### src/rtl/bit_scan_unit_pkg.sv
// Shared definitions for the bit-scan / normalize unit: op encodings and width helpers.
`timescale 1ns/1ps

package bit_scan_unit_pkg;

   typedef enum logic [1:0] {
      OP_CLZ = 2'b00,
      OP_CTZ = 2'b01,
      OP_POP = 2'b10,
      OP_CZ  = 2'b11
   } op_e;

   // Data width for a given ORDER.
   function automatic int unsigned data_w(input int unsigned order);
      return 32'd1 << order;
   endfunction

   // Count width: one extra bit so the all-zero case (count == W) fits.
   function automatic int unsigned count_w(input int unsigned order);
      return order + 32'd1;
   endfunction

endpackage

### src/rtl/bit_scan_unit_cix.sv
// Recursive count-in-extent tree: counts zero bits, limited to the leading run,
// the trailing run, or the whole word, depending on lead/trail.
`timescale 1ns/1ps

module bit_scan_unit_cix
   import bit_scan_unit_pkg::*;
#(
   parameter int unsigned ORDER = 3,
   localparam int unsigned W  = data_w(ORDER),
   localparam int unsigned CW = count_w(ORDER)
) (
   input  logic          lead,
   input  logic          trail,
   input  logic [W-1:0]  x,
   output logic [CW-1:0] count,
   output logic          all_zero
);

   localparam int unsigned HW  = W / 2;
   localparam int unsigned HCW = ORDER;

   logic [HCW-1:0] hi_cnt;
   logic [HCW-1:0] lo_cnt;
   logic           hi_az;
   logic           lo_az;
   logic           use_both;

   // Two single-bit leaves at the bottom; otherwise split in half and recurse.
   generate
      if (ORDER == 1) begin : g_leaf
         assign hi_cnt = ~x[1];
         assign lo_cnt = ~x[0];
         assign hi_az  = ~x[1];
         assign lo_az  = ~x[0];
      end else begin : g_node
         bit_scan_unit_cix #(.ORDER(ORDER - 1)) u_hi (
            .lead     (lead),
            .trail    (trail),
            .x        (x[W-1:HW]),
            .count    (hi_cnt),
            .all_zero (hi_az)
         );
         bit_scan_unit_cix #(.ORDER(ORDER - 1)) u_lo (
            .lead     (lead),
            .trail    (trail),
            .x        (x[HW-1:0]),
            .count    (lo_cnt),
            .all_zero (lo_az)
         );
      end
   endgenerate

   // A run continues into the far half only when the near half is entirely zero.
   always_comb begin
      use_both = (lead == trail) | (lead & hi_az) | (trail & lo_az);
      count    = '0;
      if (use_both) begin
         count = CW'(hi_cnt) + CW'(lo_cnt);
      end else if (lead) begin
         count = CW'(hi_cnt);
      end else begin
         count = CW'(lo_cnt);
      end
   end

   assign all_zero = hi_az & lo_az;

endmodule

### src/rtl/bit_scan_unit.sv
// Registered CLZ/CTZ/POPCNT/CZ unit with left-normalized operand output, latency 1.
`timescale 1ns/1ps

module bit_scan_unit
   import bit_scan_unit_pkg::*;
#(
   parameter int unsigned ORDER = 3,
   localparam int unsigned W  = data_w(ORDER),
   localparam int unsigned CW = count_w(ORDER)
) (
   input  logic          clock,
   input  logic          reset,
   input  logic          in_valid,
   input  logic [1:0]    op,
   input  logic [W-1:0]  data,
   output logic          out_valid,
   output logic [CW-1:0] count,
   output logic          zero,
   output logic [W-1:0]  norm
);

   logic          core_lead;
   logic          core_trail;
   logic [W-1:0]  core_x;
   logic [CW-1:0] core_cnt;
   logic          core_az;

   logic [W-1:0]     norm_c;
   logic [ORDER-1:0] norm_clz;
   logic [CW-1:0]    count_c;
   logic             zero_c;

   // Core controls; POP reuses the zero counter on the inverted operand.
   always_comb begin
      core_x     = data;
      core_lead  = 1'b1;
      core_trail = 1'b1;
      unique case (op_e'(op))
         OP_CLZ:  core_trail = 1'b0;
         OP_CTZ:  core_lead  = 1'b0;
         OP_POP:  core_x     = ~data;
         OP_CZ:   core_x     = data;
         default: core_x     = data;
      endcase
   end

   bit_scan_unit_cix #(.ORDER(ORDER)) u_cix (
      .lead     (core_lead),
      .trail    (core_trail),
      .x        (core_x),
      .count    (core_cnt),
      .all_zero (core_az)
   );

   // Logarithmic normalizer, widest group first; each stage yields one CLZ bit.
   always_comb begin
      int unsigned grp;
      logic        top_zero;
      norm_c   = data;
      norm_clz = '0;
      for (int unsigned k = 0; k < ORDER; k++) begin
         grp      = 32'd1 << (ORDER - 32'd1 - k);
         top_zero = (norm_c >> (W - grp)) == W'(0);
         norm_clz = (norm_clz << 1) | ORDER'(top_zero);
         if (top_zero) begin
            norm_c = norm_c << grp;
         end
      end
   end

   // The shifter saturates at W-1 on a zero word, so the core supplies CLZ == W there.
   always_comb begin
      zero_c  = ~|data;
      count_c = core_cnt;
      if ((op_e'(op) == OP_CLZ) && !core_az) begin
         count_c = CW'(norm_clz);
      end
   end

   // Output registers; data outputs hold across idle cycles.
   always_ff @(posedge clock or posedge reset) begin
      if (reset) begin
         out_valid <= 1'b0;
         count     <= '0;
         zero      <= 1'b0;
         norm      <= '0;
      end else begin
         out_valid <= in_valid;
         if (in_valid) begin
            count <= count_c;
            zero  <= zero_c;
            norm  <= norm_c;
         end
      end
   end

endmodule

### config.mk
export PLATFORM = sky130hd
export DESIGN_NAME = bit_scan_unit
export DESIGN_NICKNAME = d
export VERILOG_FILES = /design/src/rtl/bit_scan_unit_pkg.sv /design/src/rtl/bit_scan_unit_cix.sv /design/src/rtl/bit_scan_unit.sv
export SDC_FILE = /design/constraint.sdc
export NUM_CORES = 1
export LEC_CHECK = 0
export CAP_MARGIN = 20
export CORE_MARGIN = 2
export CORE_UTILIZATION = 40
export DETAILED_ROUTE_END_ITERATION = 6
export DONT_BUFFER_PORTS = 1
export PLACE_DENSITY_LB_ADDON = 0.12
export REMOVE_ABC_BUFFERS = 1
export SYNTH_ARGS = -nofsm -noshare
export SYNTH_HDL_FRONTEND = slang
export SYNTH_HIERARCHICAL = 1
export SYNTH_SLANG_ARGS = --single-unit
### constraint.sdc
create_clock -name clock -period 0.9 [get_ports clock]
set_input_delay 0.09 -clock clock [delete_from_list [all_inputs] [get_ports clock]]
set_output_delay 0.09 -clock clock [all_outputs]
set_load 0.05 [all_outputs]
==> Word-level counts from Yosys, hierarchy flattened <==
Index checks and enable logic that the tools add are counted.
{ "totals": {"reg_bits": 14, "wordCells": 89} }
{ "classes": {"addsub": 7, "n_eq_ne": 3, "muxes": 21, "bitwise": 46, "n_reduce_logical": 8} }
{ "ops": {"columns": ["op", "n"], "rows": [
  ["8-bit 2-to-1 mux", 4],
  ["8-bit logical NOT", 3],
  ["1-bit AND", 21],
  ["1-bit OR", 14],
  ["2-bit 2-to-1 mux", 6],
  ["3-bit 2-to-1 mux", 3],
  ["1-bit by 1-bit adder with 2-bit output", 4],
  ["4-bit 2-to-1 mux", 2],
  ["1-bit inverter", 8],
  ["8-bit inverter", 1],
  ["8-bit OR reduction", 1],
  ["2-bit by 2-bit adder with 3-bit output", 2],
  ["1-bit 2-to-1 mux", 6],
  ["3-bit by 3-bit adder with 4-bit output", 1],
  ["3-bit by 1-bit OR with 3-bit output", 1],
  ["2-bit by 1-bit == test with 1-bit output, second input constant", 1],
  ["2-bit == test, second input constant", 1],
  ["1-bit logical NOT", 2],
  ["2-bit logical NOT", 1],
  ["2-bit by 1-bit OR with 2-bit output", 1],
  ["1-bit == test", 1],
  ["1-bit logical AND", 1]
]} }

==> Longest topological paths before layout <==
{ "logic_depth": {"ltp_word": 12, "mapped_depth": 18, "mapped_depth_nobuf": 17} }

==> By module <==
Netlist, hierarchy kept.
{ "by_module_without_submodules": {"columns": ["mod", "n_inst", "cells_each", "area_each_um2", "seq_area_each_um2"], "rows": [
  ["bit_scan_unit", 1, 115, 997.2, 350.3],
  ["bit_scan_unit_cix (u_cix.g_node.u_hi ...)", 2, 17, 142.6, 0.0],
  ["bit_scan_unit_cix (u_cix)", 1, 21, 191.4, 0.0],
  ["bit_scan_unit_cix (u_cix.g_node.u_hi.g_node.u_hi ...)", 4, 7, 46.3, 0.0]
]} }

==> Least setup slack after synthesis <==
Ideal clock, no wire load.
{ "synth_timing": {"path_kind": "in2reg", "start": "in op[0]", "end": "reg count[2]", "setup_ns": 0.082, "arrival_time_ns": 3.249, "required_ns": 0.818, "setup_slack_ns": -2.431, "cell_stages": 17, "cell_sequence": "nand2b_1 > clkbuf_1 > xnor2_1 > inv_1 > ha_1 > o221a_1 > ha_1 > inv_1 > fa_1 > mux2_4 > o21ai_1 > inv_1 > fa_1 > xor2_1 > mux2i_1 > nand2_1 > a31oi_1"} }
{ "synth_via": {"elab_cells_between_ends": 74} }
{ "synth_rtl": {"columns": ["element", "line_no", "source"], "rows": [
  ["from (decl)", "bit_scan_unit.sv:14", "input logic [1:0] op,"],
  ["2-bit == test *", "bit_scan_unit.sv:38", "unique case (op_e'(op))"],
  ["8-bit 2-to-1 mux *", "bit_scan_unit.sv:38", null],
  ["net core_x[6]", "bit_scan_unit.sv:24", "logic [W-1:0] core_x;"],
  ["1-bit inverter *", "bit_scan_unit_cix.sv:32, bit_scan_unit_cix.sv:34", null],
  ["1-bit AND", "bit_scan_unit_cix.sv:55", "use_both = (lead == trail) | (lead & hi_az) | (trail & lo_az);"],
  ["1-bit OR", "bit_scan_unit_cix.sv:55", null],
  ["2-bit 2-to-1 mux *", "bit_scan_unit_cix.sv:57", "if (use_both) begin"],
  ["net u_cix.g_node.u_hi.hi_cnt[0]", "bit_scan_unit_cix.sv:22", "logic [HCW-1:0] hi_cnt;"],
  ["2-bit by 2-bit adder with 3-bit output *", "bit_scan_unit_cix.sv:58", "count = CW'(hi_cnt) + CW'(lo_cnt);"],
  ["3-bit 2-to-1 mux *", "bit_scan_unit_cix.sv:57", null],
  ["net u_cix.hi_cnt[1]", "bit_scan_unit_cix.sv:22", null],
  ["3-bit by 3-bit adder with 4-bit output *", "bit_scan_unit_cix.sv:58", null],
  ["4-bit 2-to-1 mux *", "bit_scan_unit_cix.sv:57", null],
  ["net core_cnt[2]", "bit_scan_unit.sv:25", "logic [CW-1:0] core_cnt;"],
  ["4-bit 2-to-1 mux *", "bit_scan_unit.sv:75", "if ((op_e'(op) == OP_CLZ) && !core_az) begin"],
  ["to (signal assigned)", "bit_scan_unit.sv:90", "count <= count_c;"],
  ["to (decl)", "bit_scan_unit.sv:17", "output logic [CW-1:0] count,"]
]} }
The timed path passes the listed nets; every way through them passes the cells marked *.
A chain may end at the register's enable or synchronous reset.

==> Worst setup path in the final report <==
{ "layout_timing": {"start": "in op[0]", "end": "reg count[2]"} }
{ "layout_via": {"elab_cells_between_ends": 74} }
{ "layout_rtl": {"columns": ["element", "line_no", "source"], "rows": [
  ["2-bit == test *", "bit_scan_unit.sv:38", null],
  ["8-bit 2-to-1 mux *", "bit_scan_unit.sv:38", null],
  ["net core_x[2]", "bit_scan_unit.sv:24", null],
  ["1-bit inverter *", "bit_scan_unit_cix.sv:32, bit_scan_unit_cix.sv:34", null],
  ["1-bit AND", "bit_scan_unit_cix.sv:55", null],
  ["1-bit OR", "bit_scan_unit_cix.sv:55", null],
  ["2-bit 2-to-1 mux *", "bit_scan_unit_cix.sv:57", null],
  ["net u_cix.g_node.u_lo.hi_cnt[0]", "bit_scan_unit_cix.sv:22", null],
  ["2-bit by 2-bit adder with 3-bit output *", "bit_scan_unit_cix.sv:58", null],
  ["3-bit 2-to-1 mux *", "bit_scan_unit_cix.sv:57", null],
  ["net u_cix.lo_cnt[1]", "bit_scan_unit_cix.sv:23", "logic [HCW-1:0] lo_cnt;"],
  ["3-bit by 3-bit adder with 4-bit output *", "bit_scan_unit_cix.sv:58", null],
  ["4-bit 2-to-1 mux *", "bit_scan_unit_cix.sv:57", null],
  ["net core_cnt[2]", "bit_scan_unit.sv:25", null],
  ["4-bit 2-to-1 mux *", "bit_scan_unit.sv:75", null]
]} }
Marked as above.

==> impl_metrics.toml <==
[run_status]
status = "finished with violations"
violations = "negative hold slack, negative setup slack"

[place]
routabilityCongestion = 0.803
dp.cells = 275
port_buffers = 0
dp_hpwl_um = 3210
dp_slack_ns = -2.53

[clocking]
insertion_delay_ns = 0.24
cts_tree = "yes"
cts_made_buffers = 3
clock_path_buffers = 2
htreeDepth = 1
root_buffer = "clkbuf_8"
cts.clk_slew.worst_paths_ns = 0.06
clock_sinks = 14
ctsHoldBuffers = 2

[critical_path]
r2r_slack_ns = 0.03
critPathCaptureType = "flip-flop"
rr_endpoint = "norm[5]$_DFFE_PP0P_"
crit_path_max_incr_delay_ns = 0.45
r2r_cells = 3
cp.required_ns = 1.06
path_cells = "nand2b_4 > buf_12 > xnor2_2 > inv_1 > ha_1 > o221a_1 > ha_1 > inv_1 > fa_1 > mux2_4 > o21ai_4 > inv_1 > fa_2 > xor2_1 > mux2i_1 > nand2_1 > a31oi_1"
arrival_ns = 3.11
crit_top_cell = "inv_1"
path_class = "in2reg"
crit_slowest_cell = "fa_1"
rr_startpoint = "norm[5]$_DFFE_PP0P_"
critical_path_peak_fanout = 8
start_kind = "input pin"

[drt]
vias = 1594
initialDrtViolationCount = 47
drtAntennaViolNets = 0
routed_wirelength_um = 4490
wl_per_cell_um = 15.4
viasPerCell = 5.46
drc = 0
first_pass_iters = 4

[power]
p_leak_nw = 1.12
vdd_ir_drop_max_uv = 1140
power-per-cell-area_nw_per_um2 = 1530

[cells_and_area]
seq_area_um2 = 350
drive_gt1_frac = 0.421
synthToLayoutAreaGrowth_pct = 48.6
fin_util = 0.616
nets = 268
nFillCells = 330
n_antenna_cell = 0
final_cells = 292
multi_input_area_um2 = 1410

[yosys]
synth.distinct_cells = 52
syn_area_per_cell_um2 = 8.38
ys_ff_latch = 14
synth_top_area_cell = "dfrtp_1"
ys_async_sr_fraction = 1.00
syn_inst = 198
synthesis.area_um2 = 1660
synth_warnings = 6
synth.most_common_cell = "inv_1"
synth_ff_type = "dfrtp_1"
ys_top_cells_by_area = "dfrtp_1 (21%), ha_1 (6.8%), mux2i_1 (6.0%)"
yosysTopAreaCellShare = 0.211
synth_edf_count = 0
ys_seq_area_frac = 0.211
synthTopCellsByCount = "inv_1 (23), nor2_1 (18), nand2_1 (17)"

[die]
dieArea_um2 = 4680
start_util = 0.415
die_h_um = 68.4
rows = 23
die_w_um = 68.4
core_um2 = 4000
io_pins = 27

[grt]
grt_pass1_vias = 1584
grtUsageTotal = 0.193
grt_pass1_wl_um = 6900
antenna_found_initial = 0
grt_use_met3 = 0.0395
grt_max_degree = 22
top_usage_layer = "met2"
grt_overflow = 0
met1_usage = 0.222
use_met2 = 0.371

[min_path]
hold_class = "in2reg"
holdPathEnd = "out_valid$_DFF_PP0_"
worstHoldStart = "in_valid"
hold_depth = 0

[timing]
clock_skew_ns = 0
period_needed_ns = 2.95
whs_ns = -0.123
worst_pin_slew_ns = 0.571
hold_viol_final = 6
setup_viol = 7
min_period_over_period = 3.27
max_slew_margin = 0.619
drv_slew = 0
max_freq_ghz = 0.339
grt_setup_unrepaired = "yes"
fin_ws_ns = -2.05
tns_ns = -7.47

[run]
drv_cap = 0
metal layers:
metal,vias to the layer above,wire length [um]
met5,-,0
met4,0,48
met3,6,187
met2,40,2440
met1,766,1810
li1,782,-
worst max path at each step:
stage / from / end
after global routing: op[0] / count[2]$_DFFE_PP0P_
after CTS: op[0] / count[2]$_DFFE_PP0P_
after global placement: op[0] / count[2]$_DFFE_PP0P_
final: op[0] / count[2]$_DFFE_PP0P_
after detailed placement: op[0] / count[2]$_DFFE_PP0P_
after floorplan: op[0] / count[2]$_DFFE_PP0P_
critical path, delay by kind of cell:
kind | cells | cell delay [ns]
multiplexers | 2 | 0.43
AND/OR/NAND/NOR | 2 | 0.20
AO/OA/AOI/OAI | 3 | 0.47
XOR/XNOR | 2 | 0.29
buffers and inverters | 4 | 0.37
adder cells (fa/ha/maj) | 4 | 1.24
per-stage QoR:
| stage | hold slack (ns) | power, mW | cell area [um^2] |
|---|---|---|---|
| floorplan | -0.0208 | 2.09 | 1570 |
| global placement | 0.0315 | 2.55 | 1970 |
| detailed placement | 0.0661 | 2.62 | 1970 |
| CTS | -0.131 | 3.50 | 2270 |
| global route | -0.138 | 4.01 | 2460 |
| finish | -0.123 | 3.77 | 2460 |
layout by cell type, fill, tap and decap left out, types with 4 or more instances in the layout:
cell type / n
a211oi_1: 4
buf_4: 35
buf_6: 14
clkbuf_8: 4
dfrtp_1: 14
ha_1: 6
inv_1: 19
inv_2: 4
mux2i_1: 10
nand2_1: 16
nand2b_4: 4
nor2_1: 18
nor2b_1: 6
o21ai_0: 4
xnor2_2: 4
xnor2_4: 4
state kept, by name (all words and copies together) (netlist names):
name and count:
out_valid 1, count 4, zero 1, norm 8
where the power goes:
part	switching, mW	internal, mW
logic	1.20	1.16
clock network	0.226	0.387
registers	0.0737	0.725
final cells by class:
class | instances | area share
multi-input cells | 147 | 0.572
repair buffers | 54 | 0.203
flip-flops and latches | 14 | 0.142
inverters | 23 | 0.0350
well taps | 50 | 0.0254
clock buffers | 4 | 0.0223
cell families (layout without fill, tap and decap cells):
kind of cell	after synthesis	in the layout	synth area share
fa+ha+maj	12	12	0.104
buf+inv	37	81	0.103
flops	14	14	0.211
xor+xnor	9	9	0.0475
simple gates	66	66	0.215
mux	14	14	0.0943
compound gates	46	46	0.225
timing repair:
item	4_1_cts	5_1_grt
pin swaps	15	11
hold endpoints to repair	23	7
endpoints found under the setup margin	19	21
buffers inserted	7	4
gates resized for setup	38	26
(Power assumes the default switching activity.)
